==> config.mk <==
export PLATFORM = sky130hd
export DESIGN_NAME = clkdiv_enable_gen
export DESIGN_NICKNAME = d
export VERILOG_FILES = /design/src/rtl/clkdiv_enable_gen.sv
export SDC_FILE = /design/constraint.sdc
export NUM_CORES = 1
export LEC_CHECK = 0
export ABC_CLOCK_PERIOD_IN_PS = 6750
export BUFFER_PORTS_ARGS = -buffer_cell sky130_fd_sc_hd__buf_2
export CAP_MARGIN = 20
export CORE_MARGIN = 2
export CORE_UTILIZATION = 50
export CTS_BUF_LIST = sky130_fd_sc_hd__clkbuf_8
export DETAILED_ROUTE_END_ITERATION = 10
export MAX_ROUTING_LAYER = met4
export PLACE_DENSITY = 0.68
export SLEW_MARGIN = 20
export SYNTH_ARGS = -nofsm -noshare
export SYNTH_HDL_FRONTEND = slang
export SYNTH_SLANG_ARGS = --single-unit
==> constraint.sdc <==
create_clock -name clk_src -period 6.75 [get_ports clk_src]
set_input_delay 0.3375 -clock clk_src [delete_from_list [all_inputs] [get_ports clk_src]]
set_output_delay 0.3375 -clock clk_src [all_outputs]
set_load 0.05 [all_outputs]
==> src/rtl/clkdiv_enable_gen.sv <==
// clkdiv_enable_gen: turns the divider's output clock into clk_src-domain
// rise/fall enables and monitors its frequency, lock and loss.
//
// Ports:
//   clk_src    source clock (also clocks the divider)
//   reset_n    asynchronous active-low reset
//   clk_div    divided clock, treated as asynchronous
//   en_rise    one clk_src cycle per clk_div rising edge
//   en_fall    one clk_src cycle per clk_div falling edge
//   meas_count rising-edge count of the last completed window
//   meas_valid one-cycle pulse when meas_count updates
//   freq_ok    last completed window within tolerance
//   lock       LOCK_WINDOWS consecutive good windows
//   clk_lost   no clk_div edge for LOST_CYCLES cycles
//   duty_err   duty imbalance flag
//
// Optional feature macro: CLKDIV_DUTY_MON_EN enables the duty monitor.
// Without it duty_err is tied low and no duty logic exists.

module clkdiv_enable_gen #(
    parameter int SYNC_STAGES   = 2,
    parameter int WINDOW_CYCLES = 125000,
    parameter int EXPECT_COUNT  = 3580,
    parameter int TOLERANCE     = 4,
    parameter int LOCK_WINDOWS  = 2,
    parameter int LOST_CYCLES   = 256,
    parameter int DUTY_TOL      = 2,
    parameter int CNT_W         = 16
) (
    input  logic             clk_src,
    input  logic             reset_n,
    input  logic             clk_div,
    output logic             en_rise,
    output logic             en_fall,
    output logic [CNT_W-1:0] meas_count,
    output logic             meas_valid,
    output logic             freq_ok,
    output logic             lock,
    output logic             clk_lost,
    output logic             duty_err
);

    localparam int WIN_W  = $clog2(WINDOW_CYCLES + 1);
    localparam int IDLE_W = $clog2(LOST_CYCLES + 1);
    localparam int GOOD_W = $clog2(LOCK_WINDOWS + 1);
    localparam int ARM_W  = $clog2(SYNC_STAGES + 2);

    localparam logic [WIN_W-1:0]  WIN_LAST = WIN_W'(WINDOW_CYCLES);
    localparam logic [WIN_W-1:0]  WIN_ONE  = WIN_W'(1);
    localparam logic [IDLE_W-1:0] IDLE_MAX = IDLE_W'(LOST_CYCLES);
    localparam logic [IDLE_W-1:0] IDLE_PRE = IDLE_W'(LOST_CYCLES - 1);
    localparam logic [GOOD_W-1:0] GOOD_MAX = GOOD_W'(LOCK_WINDOWS);
    localparam logic [ARM_W-1:0]  ARM_DONE = ARM_W'(SYNC_STAGES + 1);
    localparam logic [CNT_W-1:0]  CNT_MAX  = '1;
    localparam logic [CNT_W-1:0]  CNT_ONE  = CNT_W'(1);
    localparam logic [CNT_W-1:0]  EXP_C    = CNT_W'(EXPECT_COUNT);
    localparam logic [CNT_W-1:0]  TOL_C    = CNT_W'(TOLERANCE);

    if (SYNC_STAGES < 2 || DUTY_TOL < 0 ||
        LOCK_WINDOWS < 1 || LOST_CYCLES < 2) begin : g_param_check
        $error("clkdiv_enable_gen: illegal parameter value");
    end

    typedef enum logic {
        ST_ARM,
        ST_MEASURE
    } state_t;

    // ------------------------------------------------------------
    // Synchronizer, edge detect and arming
    // ------------------------------------------------------------
    logic [SYNC_STAGES-1:0] sync_q;
    logic                   sync_out;
    logic                   prev_q;
    logic [ARM_W-1:0]       arm_q;
    logic                   armed;
    logic                   rise_nx;
    logic                   fall_nx;
    logic                   edge_nx;

    assign sync_out = sync_q[SYNC_STAGES-1];
    assign armed    = (arm_q == ARM_DONE);

    // rise_nx/fall_nx are the values en_rise/en_fall take next cycle.
    // All monitor state is updated from them, so counters line up with
    // the cycle in which the enable is actually visible.
    assign rise_nx = armed & sync_out & ~prev_q;
    assign fall_nx = armed & ~sync_out & prev_q;
    assign edge_nx = rise_nx | fall_nx;

    always_ff @(posedge clk_src or negedge reset_n) begin
        if (!reset_n) begin
            sync_q  <= '0;
            prev_q  <= 1'b0;
            arm_q   <= '0;
            en_rise <= 1'b0;
            en_fall <= 1'b0;
        end else begin
            sync_q  <= {sync_q[SYNC_STAGES-2:0], clk_div};
            prev_q  <= sync_out;
            if (!armed) begin
                arm_q <= arm_q + 1'b1;
            end
            en_rise <= rise_nx;
            en_fall <= fall_nx;
        end
    end

    // ------------------------------------------------------------
    // Loss watchdog
    // ------------------------------------------------------------
    logic [IDLE_W-1:0] idle_q;
    logic              lost_evt;

    // lost_evt marks the edge on which clk_lost rises; it overrides
    // every other update in the monitor.
    assign lost_evt = ~edge_nx & (idle_q == IDLE_PRE);
    assign clk_lost = (idle_q == IDLE_MAX);

    always_ff @(posedge clk_src or negedge reset_n) begin
        if (!reset_n) begin
            idle_q <= '0;
        end else if (edge_nx) begin
            idle_q <= '0;
        end else if (idle_q != IDLE_MAX) begin
            idle_q <= idle_q + 1'b1;
        end
    end

    // ------------------------------------------------------------
    // Window FSM
    // ------------------------------------------------------------
    state_t           state_q;
    state_t           state_d;
    logic [WIN_W-1:0] win_q;
    logic [WIN_W-1:0] win_d;
    logic [CNT_W-1:0] cnt_q;
    logic [CNT_W-1:0] cnt_d;
    logic             win_end;

    always_ff @(posedge clk_src or negedge reset_n) begin
        if (!reset_n) begin
            state_q <= ST_ARM;
            win_q   <= '0;
            cnt_q   <= '0;
        end else begin
            state_q <= state_d;
            win_q   <= win_d;
            cnt_q   <= cnt_d;
        end
    end

    always_comb begin
        state_d = state_q;
        win_d   = win_q;
        cnt_d   = cnt_q;
        win_end = 1'b0;
        if (lost_evt) begin
            state_d = ST_ARM;
            win_d   = '0;
            cnt_d   = '0;
        end else begin
            case (state_q)
                ST_ARM: begin
                    if (rise_nx) begin
                        state_d = ST_MEASURE;
                        win_d   = WIN_ONE;
                        cnt_d   = CNT_ONE;
                    end
                end
                ST_MEASURE: begin
                    if (win_q == WIN_LAST) begin
                        // A rise landing on the first cycle of the
                        // new window belongs to the new window.
                        win_end = 1'b1;
                        win_d   = WIN_ONE;
                        cnt_d   = CNT_W'(rise_nx);
                    end else begin
                        win_d = win_q + 1'b1;
                        if (rise_nx && cnt_q != CNT_MAX) begin
                            cnt_d = cnt_q + 1'b1;
                        end
                    end
                end
                default: begin
                    state_d = ST_ARM;
                end
            endcase
        end
    end

    // ------------------------------------------------------------
    // Window results and lock qualification
    // ------------------------------------------------------------
    logic [CNT_W-1:0]  cnt_diff;
    logic              in_tol;
    logic [GOOD_W-1:0] good_q;

    assign cnt_diff = (cnt_q >= EXP_C) ? (cnt_q - EXP_C)
                                       : (EXP_C - cnt_q);
    assign in_tol   = (cnt_diff <= TOL_C);
    assign lock     = (good_q == GOOD_MAX);

    always_ff @(posedge clk_src or negedge reset_n) begin
        if (!reset_n) begin
            meas_count <= '0;
            meas_valid <= 1'b0;
            freq_ok    <= 1'b0;
            good_q     <= '0;
        end else if (lost_evt) begin
            meas_valid <= 1'b0;
            freq_ok    <= 1'b0;
            good_q     <= '0;
        end else begin
            meas_valid <= win_end;
            if (win_end) begin
                meas_count <= cnt_q;
                freq_ok    <= in_tol;
                if (!in_tol) begin
                    good_q <= '0;
                end else if (good_q != GOOD_MAX) begin
                    good_q <= good_q + 1'b1;
                end
            end
        end
    end

    // ------------------------------------------------------------
    // Duty monitor
    // ------------------------------------------------------------
`ifdef CLKDIV_DUTY_MON_EN
    localparam logic [CNT_W-1:0] DTOL_C = CNT_W'(DUTY_TOL);

    logic [CNT_W-1:0] since_q;
    logic [CNT_W-1:0] high_q;
    logic [CNT_W-1:0] duty_diff;
    logic             seen_rise_q;
    logic             have_high_q;
    logic             win_bad_q;
    logic             duty_q;
    logic             bad_now;

    // since_q holds the distance in cycles between consecutive
    // enables when sampled on the next enable.
    assign duty_diff = (high_q >= since_q) ? (high_q - since_q)
                                           : (since_q - high_q);
    assign bad_now   = rise_nx & have_high_q & (duty_diff > DTOL_C);
    assign duty_err  = duty_q;

    always_ff @(posedge clk_src or negedge reset_n) begin
        if (!reset_n) begin
            since_q <= '0;
        end else if (edge_nx) begin
            since_q <= CNT_ONE;
        end else if (since_q != CNT_MAX) begin
            since_q <= since_q + 1'b1;
        end
    end

    always_ff @(posedge clk_src or negedge reset_n) begin
        if (!reset_n) begin
            high_q      <= '0;
            seen_rise_q <= 1'b0;
            have_high_q <= 1'b0;
            win_bad_q   <= 1'b0;
            duty_q      <= 1'b0;
        end else if (lost_evt) begin
            seen_rise_q <= 1'b0;
            have_high_q <= 1'b0;
            win_bad_q   <= 1'b0;
            duty_q      <= 1'b0;
        end else begin
            if (fall_nx && seen_rise_q) begin
                high_q      <= since_q;
                have_high_q <= 1'b1;
            end
            if (rise_nx) begin
                seen_rise_q <= 1'b1;
                have_high_q <= 1'b0;
            end
            // Sticky within a window; re-evaluated from that
            // window's worst period at its end.
            if (win_end) begin
                duty_q    <= win_bad_q | bad_now;
                win_bad_q <= 1'b0;
            end else if (bad_now) begin
                duty_q    <= 1'b1;
                win_bad_q <= 1'b1;
            end
        end
    end
`else
    assign duty_err = 1'b0;
`endif

endmodule

==> flow_summary.json <==
{
  "globalRouteTotalUtil_pct": 20.92,
  "grt_max_degree": 71,
  "skew_ns": 0.007499,
  "fin_area_um2": 4061,
  "drv_slew": 0,
  "cts_sinks": 70,
  "finalWirelength_mm": 7.723,
  "grt_pass1_wl_mm": 13.39,
  "worstSetupPathType": "reg2reg",
  "vdd_ir_drop_max_mv": 0.1711,
  "required_ns": 6.99,
  "dr.first_iter.drc_count": 180,
  "synth_ff_type": "dfrtp_1",
  "min_period_ns": 2.808,
  "root_buffer": "clkbuf_8",
  "cts_resized": 0,
  "synth_edf_count": 0,
  "ys_async_sr_fraction_pct": 100.0,
  "io_buffers": 24,
  "use_met2_pct": 31.65,
  "cp_data_arrival_time_ns": 3.04,
  "utilization_pct": 55.99,
  "busiest_layer": "met2",
  "synth_area_leaders": "dfrtp_1 47%, nand2_1 6.6%, nor2_1 4.5%",
  "power.leakage_nw": 1.861,
  "rsz0062_at_grt": "false",
  "hold_buffers": 0,
  "clk_pin_slew_worst_paths_ns": 0.07,
  "syn_inst": 415,
  "pin_count": 26,
  "relSlewSlack_pct": 38.21,
  "diodes": 0,
  "antenna_found_initial": 0,
  "synthesis.area_um2": 3740,
  "synthToLayoutAreaGrowth_pct": 8.598,
  "die_w_um": 90.49,
  "use_met3_pct": 3.756,
  "post-synth-top-count-cell": "dfrtp_1",
  "period_share_pct": 41.60,
  "grt_pass1_vias": 2831,
  "p_total_uw": 996.8,
  "layout_setup_ws_ns": 3.942,
  "synth_fp_nets": 428,
  "cp_slowest_cell": "a31oi_1",
  "max_cap_violations": 0,
  "hold_violations": 0,
  "dp_hpwl_mm": 5.254,
  "htreeDepth": 3,
  "row_count": 31,
  "hold_path_class": "in2reg",
  "finalSetupViolations": 0,
  "viasPerCell": 5.613,
  "cts_tree": "yes",
  "clock_path_buffers": 2,
  "drive_above_1_share_pct": 13.16,
  "clock_latency_ns": 0.35,
  "crit_fanout": 11,
  "post_cts_buffers": 0,
  "avgSynthCellArea_um2": 9.012,
  "yosysWarnings": 0,
  "synth_seq_cells": 70,
  "use_met1_pct": 27.25,
  "worstSetupStartpointType": "flop",
  "fin_setup_tns_ns": 0,
  "slowest_delay_ns": 0.75,
  "gp_congestion": 0.8909,
  "crit_path_end_kind": "flop",
  "chipHeight_um": 90.49,
  "ys_types": 59,
  "cellPowerDensity_nw_per_um2": 245.4,
  "initial_core_util_pct": 51.56,
  "vias": 2986,
  "first_pass_iters": 5,
  "ant_nets": 0,
  "dp_slack_ns": 3.909,
  "wire_per_inst_um": 14.52,
  "core_um2": 7253,
  "worst_pin_slew_ns": 0.9225,
  "cts_made_buffers": 9,
  "dieArea_um2": 8188,
  "drc": 0,
  "synth_seq_area_share_pct": 46.84,
  "finalNetCount": 442,
  "synthTopCellsByCount": "70 x dfrtp_1, 66 x nand2_1, 45 x nor2_1, 31 x o21ai_0, 23 x nand3_1",
  "synth_top_area_share_pct": 46.84,
  "path_cells": "ha_1 -> and3_1 -> and4_1 -> a31oi_1 -> nand3_1 -> nor2_1 -> nand3_1 -> xor2_1 -> nor2_1",
  "status": "finished clean",
  "max_freq_mhz": 356.1,
  "overflow": 0,
  "synth_top_area_cell": "dfrtp_1",
  "placed_area_um2": 3874
}
## placed cells by master, fill, tap and decap left out, types with 3 or more instances in the layout
cell type	synthesis	final
dfrtp_1	70	70
nand2_1	66	66
nor2_1	45	45
o21ai_0	31	31
buf_2	10	24
nand3_1	23	23
inv_1	17	17
xor2_1	14	14
xnor2_1	14	14
nand4_1	10	10
a21oi_1	10	10
ha_1	10	10
clkbuf_8	0	9
nor3_1	8	8
and3_1	8	8
a31oi_1	6	6
nor4_1	5	5
nor4b_1	3	3
o31ai_1	3	3
nor2_2	3	3
mux2i_1	3	3
## final timing paths
kind	start	to	slack, ns	cells after the start
max in group asynchronous	reset_n	idle_q[1]	6.01	2
worst max register to register	cnt_q[2]	cnt_q[7]	3.94	9
worst max-delay path	cnt_q[2]	cnt_q[7]	3.94	9
worst min register to register	sync_q[0]	sync_q[1]	0.36	0
min in group asynchronous	reset_n	meas_count[1]	0.17	2
worst min-delay path	clk_div	sync_q[0]	0.09	1
## cells by family after synthesis
group	share of synthesized area (%)
buffers and inverters	4.851
XOR/XNOR	6.558
other	0.1003
multiplexers	1.405
flip-flops	46.84
AO/OA/AOI/OAI	11.01
AND/OR/NAND/NOR	25.90
adder cells (fa/ha/maj)	3.346
## layout make-up
class                      count  area [µm²]
timing repair buffer          25       127.6
clock inverter                 6       63.81
tap                           99       123.9
multi-input combinational    306        1807
inverter                      17       63.81
fill                         669        3192
clock buffer                   9       123.9
sequential                    70        1752
## per-stage QoR
step,hold slack [ns],instances
global placement,0.3346,517
global route,0.07039,532
detailed placement,0.3465,517
finish,0.08795,532
CTS,0.07669,532
floorplan,0.04191,415
## worst max-delay path, delay by kind of cell, from the launching register on
kind | cells | cell delay (ns)
and+or+nand+nor | 6 | 0.96
AOI/OAI and AO/OA | 1 | 0.75
DFF | 1 | 0.48
adders and majority gates | 1 | 0.34
xor gates and xnor gates | 1 | 0.15
## state kept, by name, indices dropped and copies added (netlist names)
register	count
cnt_q	16
good_q	2
meas_count	16
en_rise	1
meas_valid	1
arm_q	2
sync_q	2
state_q	1
win_q	17
prev_q	1
idle_q	9
freq_ok	1
en_fall	1
## per-layer routing
metal  share of wire (%)  up-vias
met5                   0        -
met4                 2.2        0
met3                 5.7       20
met2                  46      114
met1                  46     1403
li1                    -     1449
## power by group
| part | total, mW | internal, mW | switching [mW] |
|---|---|---|---|
| clock network | 0.331 | 0.168 | 0.163 |
| registers | 0.515 | 0.455 | 0.0604 |
| logic | 0.151 | 0.0643 | 0.0868 |
| total | 0.997 | 0.687 | 0.310 |
Power figures use the tool's default switching activity.
